### config.mk
export PLATFORM = sky130hd
export DESIGN_NAME = dmem_ctrl
export DESIGN_NICKNAME = d
export VERILOG_FILES = /design/src/rtl/dmem_pkg.sv /design/src/rtl/dmem_lane.sv /design/src/rtl/dmem_ctrl.sv
export SDC_FILE = /design/constraint.sdc
export NUM_CORES = 1
export LEC_CHECK = 0
export ABC_AREA = 1
export CAP_MARGIN = 20
export CORE_ASPECT_RATIO = 2
export CORE_MARGIN = 2
export CORE_UTILIZATION = 49
export DETAILED_ROUTE_END_ITERATION = 7
export PLACE_DENSITY_LB_ADDON = 0.2
export SYNTH_ARGS = -nofsm -noshare
export SYNTH_HDL_FRONTEND = slang
export SYNTH_HIERARCHICAL = 1
export SYNTH_SLANG_ARGS = --single-unit
### constraint.sdc
create_clock -name clk -period 2.75 [get_ports clk]
set_input_delay 0.55 -clock clk [delete_from_list [all_inputs] [get_ports clk]]
set_output_delay 0.55 -clock clk [all_outputs]
set_load 0.005 [all_outputs]
### src/rtl/dmem_pkg.sv
// Shared definitions for the data-memory controller: size codes, FSM encoding, request metadata.
// Alignment helpers feed the DMEM_MISALIGN_CHECK_EN build (error path) and the default build (forced alignment).
// No logic of its own, so it adds no latency and applies no backpressure.
package dmem_pkg;

    localparam logic [1:0] SZ_BYTE = 2'b00;
    localparam logic [1:0] SZ_HALF = 2'b01;
    localparam logic [1:0] SZ_WORD = 2'b10;

    localparam logic [2:0] ST_IDLE  = 3'd0;
    localparam logic [2:0] ST_READ  = 3'd1;
    localparam logic [2:0] ST_WAIT  = 3'd2;
    localparam logic [2:0] ST_WRITE = 3'd3;
    localparam logic [2:0] ST_RESP  = 3'd4;
`ifdef DMEM_MISALIGN_CHECK_EN
    localparam logic [2:0] ST_ERR   = 3'd5;
`endif

    typedef enum logic [2:0] {
        S_IDLE  = ST_IDLE,
        S_READ  = ST_READ,
        S_WAIT  = ST_WAIT,
        S_WRITE = ST_WRITE,
        S_RESP  = ST_RESP
`ifdef DMEM_MISALIGN_CHECK_EN
        ,
        S_ERR   = ST_ERR
`endif
    } state_t;

    typedef struct packed {
        logic       write;
        logic [1:0] size;
        logic       is_unsigned;
        logic [1:0] lane;
    } meta_t;

    // The reserved size code 11 behaves exactly like a word access.
    function automatic logic [1:0] norm_size(input logic [1:0] size);
        return (size == 2'b11) ? SZ_WORD : size;
    endfunction

    function automatic logic is_misaligned(input logic [1:0] size, input logic [1:0] lo);
        case (size)
            SZ_HALF: return lo[0];
            SZ_WORD: return lo != 2'b00;
            default: return 1'b0;
        endcase
    endfunction

    function automatic logic [1:0] align_lane(input logic [1:0] size, input logic [1:0] lo);
        case (size)
            SZ_HALF: return {lo[1], 1'b0};
            SZ_WORD: return 2'b00;
            default: return lo;
        endcase
    endfunction

endpackage

### src/rtl/dmem_lane.sv
// Byte/half lane steering: load extract with sign/zero extension, and store merge into an old word.
// Purely combinational, zero latency.
// No handshake; the caller decides when the outputs are meaningful.
module dmem_lane
    import dmem_pkg::*;
(
    input  logic [1:0]  size,
    input  logic [1:0]  lane,
    input  logic        is_unsigned,
    input  logic [31:0] old_word,
    input  logic [15:0] new_data,
    output logic [31:0] load_data,
    output logic [31:0] merged_word
);

    logic [7:0]  byte_sel;
    logic [15:0] half_sel;

    always_comb begin
        byte_sel    = 8'(old_word >> {lane, 3'b000});
        half_sel    = lane[1] ? old_word[31:16] : old_word[15:0];
        load_data   = old_word;
        merged_word = old_word;
        case (size)
            SZ_BYTE: begin
                load_data = {{24{~is_unsigned & byte_sel[7]}}, byte_sel};
                merged_word[{lane, 3'b000} +: 8] = new_data[7:0];
            end
            SZ_HALF: begin
                load_data = {{16{~is_unsigned & half_sel[15]}}, half_sel};
                merged_word[{lane[1], 4'b0000} +: 16] = new_data;
            end
            default: ;
        endcase
    end

endmodule

### src/rtl/dmem_ctrl.sv
// Load/store controller turning byte/half/word requests into word RAM accesses (RMW for sub-word stores).
// Latency from acceptance to resp_valid: load 3, word store 2, sub-word store 4, misaligned 1 (DMEM_MISALIGN_CHECK_EN).
// One request in flight: req_ready is high only in IDLE; req_valid while busy is ignored.
module dmem_ctrl
    import dmem_pkg::*;
#(
    parameter int ADDR_W = 9
) (
    input  logic              clk,
    input  logic              rst,
    input  logic              req_valid,
    output logic              req_ready,
    input  logic              req_write,
    input  logic [1:0]        req_size,
    input  logic              req_unsigned,
    input  logic [31:0]       req_addr,
    input  logic [31:0]       req_wdata,
    output logic              resp_valid,
    output logic [31:0]       resp_rdata,
    output logic              resp_err,
    output logic [ADDR_W-1:0] ram_addr,
    output logic              ram_re,
    output logic              ram_we,
    output logic [31:0]       ram_din,
    input  logic [31:0]       ram_dout
);

    state_t            state_q, state_d;
    meta_t             meta_q;
    logic [ADDR_W-1:0] idx_q;
    logic [31:0]       data_q;
    logic [31:0]       rdata_q;

    logic              accept;
    logic [1:0]        acc_size;
    logic [1:0]        acc_lane;
    logic [31:0]       lane_load;
    logic [31:0]       lane_merged;
    logic              unused_addr_hi;

    assign unused_addr_hi = ^req_addr[31:ADDR_W+2];
    assign accept         = req_valid && (state_q == S_IDLE);
    assign acc_size       = norm_size(req_size);

`ifdef DMEM_MISALIGN_CHECK_EN
    logic acc_mis;
    assign acc_mis  = is_misaligned(acc_size, req_addr[1:0]);
    assign acc_lane = req_addr[1:0];
`else
    assign acc_lane = align_lane(acc_size, req_addr[1:0]);
`endif

    always_ff @(posedge clk or negedge rst) begin
        if (!rst) state_q <= S_IDLE;
        else      state_q <= state_d;
    end

    always_comb begin
        state_d    = state_q;
        req_ready  = 1'b0;
        ram_re     = 1'b0;
        ram_we     = 1'b0;
        resp_valid = 1'b0;
        resp_err   = 1'b0;
        case (state_q)
            S_IDLE: begin
                req_ready = 1'b1;
                if (req_valid) begin
                    if (req_write && acc_size == SZ_WORD) state_d = S_WRITE;
                    else                                  state_d = S_READ;
`ifdef DMEM_MISALIGN_CHECK_EN
                    if (acc_mis) state_d = S_ERR;
`endif
                end
            end
            S_READ: begin
                ram_re  = 1'b1;
                state_d = S_WAIT;
            end
            S_WAIT:  state_d = meta_q.write ? S_WRITE : S_RESP;
            S_WRITE: begin
                ram_we  = 1'b1;
                state_d = S_RESP;
            end
            S_RESP: begin
                resp_valid = 1'b1;
                state_d    = S_IDLE;
            end
`ifdef DMEM_MISALIGN_CHECK_EN
            S_ERR: begin
                resp_valid = 1'b1;
                resp_err   = 1'b1;
                state_d    = S_IDLE;
            end
`endif
            default: state_d = S_IDLE;
        endcase
    end

    // data_q carries store data from acceptance, then the RAM word (loads) or merged word (RMW).
    always_ff @(posedge clk or negedge rst) begin
        if (!rst) begin
            meta_q  <= '0;
            idx_q   <= '0;
            data_q  <= '0;
            rdata_q <= '0;
        end else begin
            if (accept) begin
                meta_q <= '{write: req_write, size: acc_size,
                            is_unsigned: req_unsigned, lane: acc_lane};
                idx_q  <= req_addr[ADDR_W+1:2];
                data_q <= req_wdata;
`ifdef DMEM_MISALIGN_CHECK_EN
                if (acc_mis) rdata_q <= '0;
`endif
            end
            if (state_q == S_WAIT) begin
                data_q <= meta_q.write ? lane_merged : ram_dout;
                if (!meta_q.write) rdata_q <= lane_load;
            end
            if (state_q == S_WRITE) rdata_q <= '0;
        end
    end

    dmem_lane u_lane (
        .size        (meta_q.size),
        .lane        (meta_q.lane),
        .is_unsigned (meta_q.is_unsigned),
        .old_word    (ram_dout),
        .new_data    (data_q[15:0]),
        .load_data   (lane_load),
        .merged_word (lane_merged)
    );

    assign ram_addr   = idx_q;
    assign ram_din    = data_q;
    assign resp_rdata = rdata_q;

endmodule

# [Word level (Yosys, flattened, before mapping)]
# Index checks and enable logic that the tools add are counted.
[classes] n_eq_ne=10 n_addsub=2 muxes=21 shift=5 n_reduce_logical=7 bitwise=3
[ops] cell="$mux 32" n=6
[ops] cell="$pmux 32 s2" n=2
[ops] cell="$bwmux 32" n=2
[ops] cell="$shift 16x7->32 const A" n=1
[ops] cell="$shift 8x7->32 const A" n=1
[ops] cell="$shiftx 16x7->32" n=1
[ops] cell="$shiftx 8x7->32" n=1
[ops] cell="$shr 32x5->8" n=1
[ops] cell="$mux 16" n=1
[ops] cell="$neg 5->7" n=2
[ops] cell="$pmux 3 s4" n=1
[ops] cell="$eq 3x2->1 const B" n=2
[ops] cell="$mux 3" n=2
[ops] cell="$eq 2x1->1 const B" n=2
[ops] cell="$eq 2x2->1 const B" n=2
[ops] cell="$mux 1" n=4
[ops] cell="$mux 2" n=2
[ops] cell="$pmux 2 s2" n=1
[ops] cell="$reduce_bool 2->1" n=2
[ops] cell="$eq 3x1->1 const B" n=1
[ops] cell="$eq 3x3->1 const B" n=1
[ops] cell="$logic_not 3->1" n=1
[ops] cell="$and 1x1->1" n=2
[ops] cell="$logic_and 1x1->1" n=2
[ops] cell="5 further kinds" n=5
[totals] in_bits=103 elab_cells=56 ff_bits=82

# [Depth between registers and ports, before layout]
[depth] depth_word=7 mapped_depth=16 mapped_depth_nobuf=14

# [Modules after synthesis]
# The synthesis kept the hierarchy.
[by_module_without_submodules] module="dmem_ctrl" cells_per_inst=576 area_each_um2=4071.4 instances=1
[by_module_without_submodules] module="dmem_lane" cells_per_inst=442 area_each_um2=2190.9 instances=1

# [Worst setup path before layout]
# Ideal clock, no wire load.
[synth_path] path_type="reg-to-reg" start="reg meta_q[1] in the netlist's numbering" end="reg data_q[26] (netlist: ram_din[26])" arrival_ns=1.913 path_slack_ns=0.771 stages_incl_launch_ff=17 path_cell_list="dfrtp_1 buf_6 inv_6 buf_2 ha_1 buf_2 inv_1 nand3_1 o22ai_1 nand2_1 nand2_1 nand2_1 nand2_1 nand2_1 nand2_1 nand2_1 nand2_1"
[synth_between] elab_chain_cells=6
[synth_lines] element="start: declaration" line_no="dmem_ctrl.sv:29" source="meta_t meta_q;"
[synth_lines] element="start signal: assignment" line_no="dmem_ctrl.sv:109" source="meta_q <= '{write: req_write, size: acc_size,"
[synth_lines] element="$neg 5->7, on equally long branches" line_no="dmem_lane.sv:31, dmem_lane.sv:27"
[synth_lines] element="$shiftx 16x7->32, or another cell as far along" line_no="dmem_lane.sv:31" source="merged_word[{lane[1], 4'b0000} +: 16] = new_data;"
[synth_lines] element="$bwmux 32, on equally long branches" line_no="dmem_lane.sv:31, dmem_lane.sv:27"
[synth_lines] element="$pmux 32 s2 *" line_no="dmem_lane.sv:24" source="case (size)"
[synth_lines] element="named net lane_merged[26]" line_no="dmem_ctrl.sv:38" source="logic [31:0] lane_merged;"
[synth_lines] element="$mux 32 *" line_no="dmem_ctrl.sv:118" source="data_q <= meta_q.write ? lane_merged : ram_dout;"
[synth_lines] element="$mux 32 *" line_no="dmem_ctrl.sv:117" source="if (state_q == S_WAIT) begin"
[synth_lines] element="end signal: assignment" line_no="dmem_ctrl.sv:112" source="data_q <= req_wdata;"
[synth_lines] element="end signal: assignment" line_no="dmem_ctrl.sv:118"
[synth_lines] element="end: declaration" line_no="dmem_ctrl.sv:31" source="logic [31:0] data_q;"
# Mark *: on every way through the listed nets, which the timed path passes. The rest lies on a longest branch.
# A chain may end at the register's enable or synchronous reset.

# [Final worst setup path]
[layout_path] start="reg meta_q[1] in the netlist's numbering" end="reg data_q[27] (netlist: ram_din[27])"
# The elaborated chain is that of the path after synthesis.

==> results.toml <==
[status]
status = "finished, final reports clean"

[synthesis]
synth_top_area_share_pct = 35.2
yosysUniqueCellTypes = 33
synthTopCellsByArea = "nand2_1 (35%), dfrtp_1 (33%), o21ai_0 (5.9%)"
syn-num-nets = 1126
synth-edff-count = 0
ys_top_cells_by_count = "nand2_1 (588), dfrtp_1 (82), o21ai_0 (74), nand3_1 (68), inv_1 (52)"
synth_seq_cells = 82
yosys_warnings = 6
avgSynthCellArea_sq_um = 6.15
synthArstFlopShare_pct = 100
synthCells = 1018
yosysMostFrequentCell = "nand2_1"
yosys.area.top_type = "nand2_1"
synth-main-ff-cell = "dfrtp_1"
syn_area_sq_um = 6260
yosysSeqAreaShare_pct = 32.8

[final_layout]
final_area_sq_um = 8120
finalNonFillerCells = 1301
diodes = 0
syn2layout_area_growth_pct = 29.7
nFillCells = 1204
seq_area_sq_um = 2050
drive_gt1_share_pct = 5.30
fin_nets = 1254
multiInputGateArea_sq_um = 3570

[sta]
fin_crit_ns = 2.32
fin_skew_ns = 0.00709
slew_headroom_pct = 52.2
worstMarginPinSlew_ns = 0.710
post-route-period-util_pct = 84.4
finalWorstSetupSlack_ns = 0.430
rsz0062_at_grt = "no"
tns_ns = 0
finalSetupViolCount = 0
slew_violations = 0
fmax_ghz = 0.431
finalHoldViolations = 0

[global_route]
grt_overflow = 0
grt_pass1_vias = 6541
grt_start_max_net_pins = 50
globalRouteTotalUtil_pct = 31.0
grt_pass1_wl_mm = 33.6
grt_antenna_before_repair = 0

[hold_path]
hp-class = "in2async"

[power_and_ir_drop]
power.switching_mw = 4.35
pwr-share-comb_pct = 61.0
ir_drop_mv = 0.765
p_leak_nw = 4.35
intPower_mw = 4.84
p_seq_share_pct = 25.3
switching_share_pct = 47.4
powerDensity_nw_per_um2 = 1130
p_clk_share_pct = 13.7

[route]
first_iter_violations = 621
final_antenna_net_count = 0
num_vias = 6981
vias_per_cell = 5.37
wl_per_cell_microns = 16.4
wirelength_mm = 21.3
dr.pass1.iters = 6
drcViolationCount = 0

[place]
gp_congestion = 0.934
place_ws_ns = 0.475
place_area_sq_um = 7790
dp_hpwl_mm = 16.0
port_buffers = 158
dp_cells = 1284

[setup_path]
crit_chain = "inv_6 > ha_1 > inv_1 > nand3_1 > o22ai_1 > nand2_1 > nand2_1 > nand2_1 > nand2_1 > nand2_1 > nand2_1 > nand2_1 > nand2_1"
cp_max_fo = 29
reg2reg_depth = 13
path_common_cell = "nand2_1"
crit_slowest_cell = "dfrtp_2"
end_kind = "flop"
cpPeakStageDelay_ns = 0.45
criticalPathCategory = "reg2reg"
worst-path-stages = 13
critical-path-top-delay-family = "simple AND/OR/NAND/NOR gates"
arrival_ns = 2.55
path_buf_inv = 2
cp.required_ns = 2.98
cp-start-kind = "flop"

[floorplan]
fp.dieH_microns = 164
row_count = 58
fp.coreArea_sq_um = 12600
initial_utilization_pct = 49.9
io_pins = 181
die_x_microns = 83.9
dieArea_sq_um = 13800

[clocking]
clk_pin_slew_ns = 0.06
clockRootBuffer = "clkbuf_16"
cts_buffer_depth = 2
post-cts-setup-buffer-count = 0
postCtsHoldBufs = 0
numCtsBuffers = 9
cts_tree = "built"
h-tree-depth = 3
clk_latency_ns = 0.34
clock_sinks = 82
cts_resized = 0

[run]
maxCapViolations = 0
==> per-stage QoR <==
step           utilization, %  hold WS [ns]  power (mW)
5_1_grt                  64.7         0.190        9.93
6_report                 64.7         0.155        9.19
4_1_cts                  64.5         0.171        9.12
3_5_place_dp             62.0         0.463        7.85
2_1_floorplan               -         0.254        5.70
3_3_place_gp             62.0         0.459        7.77
==> cells by family (layout without fill, tap and decap cells) <==
| group | Yosys count | in the layout | share of synthesized area, % |
|---|---|---|---|
| buffers and inverters | 119 | 252 | 10.2 |
| adder cells (fa/ha/maj) | 5 | 5 | 0.999 |
| other | 1 | 1 | 0.0599 |
| flip-flops | 82 | 82 | 32.8 |
| AND/OR/NAND/NOR | 685 | 685 | 44.5 |
| AO/OA/AOI/OAI | 126 | 126 | 11.5 |
==> final timing paths <==
check	start	endpoint	slack [ns]
max reg2reg	meta_q[1]	ram_din[27]	0.43
max	meta_q[1]	ram_din[27]	0.43
min in group clk	ram_addr[1]	ram_addr[1]	0.47
min	rst	resp_rdata[3]	0.15
max in group asynchronous	rst	ram_din[27]	1.98
min reg2reg	ram_addr[1]	ram_addr[1]	0.47
==> flip-flops by register name, indices dropped and copies added (netlist names) <==
register    count
meta_q          6
state_q         3
ram_din        32
resp_rdata     32
ram_addr        9
==> cells in the final DEF, fill, tap and decap left out, drive strengths merged, types with 2 or more instances in the layout <==
| master | n |
|---|---|
| o211ai | 5 |
| clkinvlp | 2 |
| dfrtp | 82 |
| a21oi | 10 |
| nor2 | 12 |
| buf | 20 |
| nand2 | 595 |
| inv | 58 |
| nand3 | 74 |
| bufinv | 2 |
| a21boi | 25 |
| clkbuf | 11 |
| clkdlybuf4s50 | 157 |
| ha | 5 |
| nand4 | 3 |
| o21ai | 77 |
| clkinv | 2 |
| o22ai | 8 |
==> worst reg2reg max path, delay by kind of cell, from the launching register on <==
family | cells | cell delay, ns
and+or+nand+nor | 9 | 0.85
DFF | 1 | 0.45
buffers and inverters | 2 | 0.42
adders and majority gates | 1 | 0.38
AOI/OAI and AO/OA | 1 | 0.12
==> per-layer routing <==
metal	vias up	GRT usage (%)	share of wire, %
li1	3444	-	-
met1	3174	34.9	38
met2	299	55.1	52
met3	64	4.02	4.8
met4	0	18.6	5.6
met5	-	0	0
==> cell type report <==
type | count | share of cell area, %
multi-input combinational | 817 | 44.0
sequential | 82 | 25.3
timing repair buffer | 177 | 21.6
inverter | 59 | 3.02
clock buffer | 11 | 2.99
tap | 150 | 2.31
clock inverter | 5 | 0.771
==> power groups by stage <==
| stage | sequential [mW] | combinational, mW | clock (mW) |
|---|---|---|---|
| final | 2.33 | 5.61 | 1.26 |
| after global routing | 2.39 | 6.22 | 1.32 |
| after CTS | 2.33 | 5.53 | 1.26 |
| after detailed placement | 2.34 | 5.50 | 0 |
| after global placement | 2.32 | 5.45 | 0 |
| after floorplan | 2.22 | 3.48 | 0 |
No activity file was read; power rests on OpenSTA's default activity.
